File: src/rtl/imem_loader.sv
// Boot loader: assembles a big-endian byte stream into 32-bit words, writes them
// to instruction memory from address 0, then hands the address port to the PC.
module imem_loader #(
  parameter int unsigned DEPTH    = 256,
  parameter logic [31:0] END_WORD = 32'hFFFF_FFFF
) (
  input  logic        clk,
  input  logic        reset,
  input  logic        start,
  input  logic [7:0]  rx_data,
  input  logic        rx_valid,
  input  logic [31:0] pc_in,
  output logic        mem_wr,
  output logic [31:0] mem_addr,
  output logic [31:0] mem_wdata,
  output logic        load_done,
  output logic        load_error,
  output logic        pipe_run,
  output logic [31:0] word_count
);

  localparam logic [31:0] DEPTH_W = 32'(DEPTH);

  typedef enum logic [1:0] {IDLE, LOAD, DONE, ERROR} state_t;

  state_t      state;
  logic [1:0]  byte_cnt;
  logic [23:0] shreg;

  // The pipeline owns the address port once the program is loaded.
  assign mem_addr = (state == DONE) ? pc_in : word_count;

  always_ff @(posedge clk or negedge reset) begin
    if (!reset) begin
      state      <= IDLE;
      byte_cnt   <= 2'd0;
      shreg      <= 24'd0;
      mem_wr     <= 1'b0;
      mem_wdata  <= 32'd0;
      word_count <= 32'd0;
      load_done  <= 1'b0;
      load_error <= 1'b0;
      pipe_run   <= 1'b0;
    end else begin
      mem_wr <= 1'b0;
      case (state)
        IDLE, DONE, ERROR: begin
          if (start) begin
            state      <= LOAD;
            byte_cnt   <= 2'd0;
            shreg      <= 24'd0;
            word_count <= 32'd0;
            load_done  <= 1'b0;
            load_error <= 1'b0;
            pipe_run   <= 1'b0;
          end
        end
        LOAD: begin
          // Write cycle: commit the count and stop on the end marker.
          if (mem_wr) begin
            word_count <= word_count + 32'd1;
            if (mem_wdata == END_WORD) begin
              state     <= DONE;
              load_done <= 1'b1;
              pipe_run  <= 1'b1;
            end
          end
          if (rx_valid) begin
            shreg    <= {shreg[15:0], rx_data};
            byte_cnt <= byte_cnt + 2'd1;
            if (byte_cnt == 2'd3) begin
              if (word_count == DEPTH_W) begin
                state      <= ERROR;
                load_error <= 1'b1;
              end else begin
                mem_wdata <= {shreg, rx_data};
                mem_wr    <= 1'b1;
              end
            end
          end
        end
        default: state <= IDLE;
      endcase
    end
  end

endmodule
File: config.mk
export PLATFORM = sky130hd
export DESIGN_NAME = imem_loader
export DESIGN_NICKNAME = d
export VERILOG_FILES = /design/src/rtl/imem_loader.sv
export SDC_FILE = /design/constraint.sdc
export NUM_CORES = 1
export LEC_CHECK = 0
export ABC_AREA = 1
export BUFFER_PORTS_ARGS = -buffer_cell sky130_fd_sc_hd__buf_2
export CORE_MARGIN = 2
export CORE_UTILIZATION = 53
export DETAILED_ROUTE_END_ITERATION = 12
export HOLD_SLACK_MARGIN = 0.03
export PLACE_DENSITY = 0.91
export SLEW_MARGIN = 30
export SYNTH_ARGS = -nofsm -noshare
export SYNTH_HDL_FRONTEND = slang
export SYNTH_SLANG_ARGS = --single-unit
export TNS_END_PERCENT = 5
File: constraint.sdc
create_clock -name clk -period 2 [get_ports clk]
set_input_delay 0.6 -clock clk [delete_from_list [all_inputs] [get_ports clk]]
set_output_delay 0.6 -clock clk [all_outputs]
set_load 0.05 [all_outputs]
# Word-level counts from Yosys, hierarchy flattened

Cells that the tools add are included.

Add/sub/neg operators: 2
$mul: 0
Divide/modulo/power cells: 0
Magnitude comparators: 0
Equal/unequal tests: 12
Shifts and indexed selects: 0
Multiplexer cells: 29
Bitwise operators: 1
Reduce and logical (&&, ||, !) cells: 7

Operators by type and width:

| operator                | count |
|---|---|
| $mux W32                | 3 |
| $pmux W32 S2            | 1 |
| $mux W24                | 2 |
| $pmux W24 S2            | 1 |
| $add A32 B1 Y32 const B | 1 |
| $eq A32 B32 Y1 const B  | 1 |
| $eq A32 B9 Y1 const B   | 1 |
| $mux W2                 | 8 |
| $ne A2 B2 Y1 const B    | 6 |
| $mux W1                 | 10 |
| $pmux W2 S2             | 2 |
| $reduce_and A4 Y1       | 2 |
| $eq A2 B2 Y1 const B    | 3 |
| $pmux W1 S2             | 2 |
| $reduce_and A2 Y1       | 2 |
| $reduce_and A3 Y1       | 1 |
| $reduce_or A3 Y1        | 1 |
| $add A2 B1 Y2 const B   | 1 |
| $eq A2 B1 Y1 const B    | 1 |
| $logic_not A2 Y1        | 1 |
| $not A1 Y1              | 1 |

Bits in registers: 95
Bits in latches: 0
Memory bits (writable): 0
Memory bits (read-only): 0
Output and inout port bits: 100
Word-level logic and storage cells: 59
Memories: 0

# Depth between registers and ports, before layout

Word-level depth: 7
Depth in mapped cells: 11
Gate-level depth less buffers: 10

# Worst setup path before layout

OpenSTA, ideal clock, no wires.

Path kind: reg-to-output
Start point: register state[0]
End point: output mem_addr[10]
Arrival time: 1.655 ns
Data required time: 1.400 ns
Slack: -0.255 ns
Stages on the path, launching flop included: 6
Buffers on the path: 1
Cell sequence: dfrtp_1 -> inv_1 -> nand2_1 -> buf_2 -> nor2_1 -> a21oi_1

Longest elaborated chain between the ends: 2

RTL lines:

| what                   | line | text |
|---|---|---|
| start, declared        | 26   | `state_t state;` |
| start signal, assigned | 35   | `state <= IDLE;` |
| start signal, assigned | 49   | `state <= LOAD;` |
| start signal, assigned | 63   | `state <= DONE;` |
| $eq A2 B2 Y1           | 31   | `assign mem_addr = (state == DONE) ? pc_in : word_count;` |
| $mux W32               | 31   |  |
| end, declared          | 14   | `output logic [31:0] mem_addr,` |

No other way between the ends.

# Final worst setup path

Start point: register state[0]
End point: output mem_addr[28]

Same word-level chain as after synthesis.

==> flow_summary.yaml <==
global_routing:
  overflow: 0
  grt_max_degree: 96
  grtUsageTotal_pct: 28.8
  grt_pass1_wl_um: 23500
  first_global_vias: 4977
  antenna_found_initial: 0
yosys:
  synth_top_family_by_area: "simple AND/OR/NAND/NOR gates"
  netlist_top_cells_count: "201 x nand2_1, 107 x nor2_1, 95 x dfrtp_1"
  yosysMostFrequentCell: "nand2_1"
  yosys.area.top_type: "dfrtp_1"
  syn_nets: 748
  async_reset_ff_share_pct: 100
  seq_area_frac_synth_pct: 46.3
  synth_fa_ha_area_share_pct: 0.731
  ys_ff_latch: 95
  yosys.area_share.simple_pct: 35.5
  synthCells: 701
  synth_edf_count: 0
  yosysWarnings: 0
  synth-xor-area-share_pct: 0
  synthMuxAreaShare_pct: 0.219
  yosysUniqueCellTypes: 30
  synthTopCellsByArea: "dfrtp_1 46%, nand2_1 15%, nor2_1 7.8%, nand3_1 5.2%, inv_1 5.0%"
  netlist_area_um2: 5140
  synth_compound_area_share_pct: 8.77
  synth_top_cell_area_share_pct: 46.3
  synthFlopType: "dfrtp_1"
  syn_area_per_cell_um2: 7.33
route:
  final_antenna_net_count: 0
  dr.pass1.iters: 5
  vias: 5372
  drc: 0
  drt-vias-per-instance: 5.47
  detail_route.iter0.violations: 447
  routedWlPerCell_um: 15.5
  wirelength_um: 15300
layout:
  num_antenna_cells: 0
  utilization_pct: 70.6
  area_growth_pct: 28.2
  fin_area_um2: 6590
  finalNetCount: 895
  drive_above_1_share_pct: 28.7
  fillers: 703
worst_setup_path:
  regToRegStartpoint: "state[0]"
  reg2reg_depth: 11
  r2r-end: "word_count[24]"
  cp.arrival_ns: 1.60
  worstSetupStartpointType: "register"
  worstSetupPathType: "reg -> out"
  cp.required_ns: 1.40
  cp-end-kind: "output port"
  path_max_fanout: 5
  regToRegSetupSlack_ns: 0.09
power_and_ir_drop:
  ir_worst_vdd_uv: 1070
  power.total_mw: 7.23
  p_switching_mw: 3.60
  power_frac_comb_pct: 43.9
  intPower_mw: 3.63
  switching_share_pct: 49.8
  clkPwrFrac_pct: 17.6
  p_leak_nw: 3.48
  p_per_area_nw_per_um2: 1100
  sequentialPowerShare_pct: 38.5
cts:
  hold_buffers: 0
  clock-sinks: 95
  numCtsBuffers: 9
  clock_latency_ns: 0.38
  cts_buffer_depth: 2
  clk_pin_slew_ns: 0.11
  cts-htree-levels: 3
  cts-root-buf: "clkbuf_8"
  cts_tree: "built"
timing:
  rsz0062_at_grt: "yes"
  min_period_over_period_pct: 110
  max_slew_margin_pct: 67.4
  post-route-min-period_ns: 2.20
  tightest_slew_ns: 0.489
  max_freq_mhz: 455
  skew_ns: 0.0130
  hold_viol: 0
  setup_viol: 32
  fin_ws_ns: -0.199
  slew_viol_final: 0
floorplan:
  dieArea_um2: 10500
  boundaryPins: 144
  fp.dieW_um: 102
  die_y_um: 102
  row_count: 35
  core_um2: 9330
  start_util_pct: 55.1
min_path:
  hold_class: "in -> async"
place:
  hpwl_um: 10100
  port_buffers: 143
  place_area_um2: 5990
  gp_congestion: 0.962
outcome:
  status: "finished, violations left"
  violations: "setup timing"
run:
  drv_cap: 0
## metrics by stage
stage / cells / TNS [ns] / hold WS (ns) / setup slack (ns)
after floorplan: 701 / -7.58 / 0.304 / -0.255
after global placement: 961 / 0 / 0.466 / 0.173
after detailed placement: 961 / 0 / 0.474 / 0.118
after CTS: 981 / -3.50 / 0.284 / -0.167
after global routing: 982 / -5.48 / 0.293 / -0.220
final: 982 / -4.39 / 0.260 / -0.199
## kinds of logic after synthesis
group	count (synthesis)
AOI/OAI and AO/OA	86
adders and majority gates	3
buffers and inverters	103
DFF	95
muxes	1
and+or+nand+nor	413
## repair_timing
action                     in CTS  in global routing
setup buffers                   2                  1
setup endpoints to repair      32                 32
pin swaps                       3                  1
gates resized for setup        71                 18
gates cloned                    2                  0
## metal layers
metal  vias up  track usage, %  routed length, um
met2       303            48.3               7340
met5         -               0                  0
li1       2523               -                  -
met1      2475            35.3               5860
met3        71            6.84               1400
met4         0            13.1                653
## power groups by stage
stage	registers [mW]	clock network [mW]	logic (mW)
3_5_place_dp	2.80	0	3.07
6_report	2.78	1.27	3.18
2_1_floorplan	4.10	0	0.929
5_1_grt	2.84	1.36	3.39
3_3_place_gp	2.78	0	3.03
4_1_cts	2.77	1.28	3.16
## worst max-delay path by stage
stage                        start           end  slack, ns
after global routing      state[1]  mem_addr[14]      -0.22
after floorplan           state[0]  mem_addr[11]      -0.26
final                     state[0]  mem_addr[28]      -0.20
after global placement    state[1]   mem_addr[1]       0.17
after CTS                 state[0]  mem_addr[28]      -0.17
after detailed placement  state[1]  mem_addr[17]       0.12
## layout by cell type, fill, tap and decap left out, types with 2 or more instances in the layout
cell / instances
buf_2: 110
nand2_2: 6
nand3_2: 3
nor2_1: 107
dfrtp_1: 94
buf_4: 19
nand3_1: 53
nand2_4: 3
nor3_2: 4
nand2_1: 200
a21oi_2: 22
buf_12: 4
ha_1: 3
inv_6: 3
inv_8: 2
o22ai_1: 9
buf_16: 2
buf_6: 23
o21ai_1: 8
a21oi_1: 23
nor3_1: 5
nor2_2: 8
inv_1: 67
a21oi_4: 2
clkbuf_8: 9
o21ai_0: 19
nand4_1: 16
nor2_4: 5
inv_2: 13
## flip-flops by register name, indices dropped and copies added (netlist names)
name / flops
mem_wr: 1
mem_wdata: 32
load_error: 1
word_count: 32
state: 2
byte_cnt: 2
pipe_run: 1
shreg: 24
## worst max-delay path, stage by stage (launching register included)
cell and delay, ns:
dfrtp_1 0.41, inv_2 0.10, nand2_8 0.10, buf_12 0.15, mux2_4 0.30, buf_8 0.15
## area by class of cell
| type | instances | area [um2] | area share (%) |
|---|---|---|---|
| Tap cell | 129 | 161 | 2.45 |
| Sequential cell | 95 | 2380 | 36.1 |
| Clock buffer | 9 | 124 | 1.88 |
| Timing Repair Buffer | 159 | 1100 | 16.7 |
| Clock inverter | 7 | 73.8 | 1.12 |
| Multi-Input combinational cell | 503 | 2450 | 37.1 |
| Inverter | 80 | 300 | 4.56 |
Power figures use the tool's default switching activity.
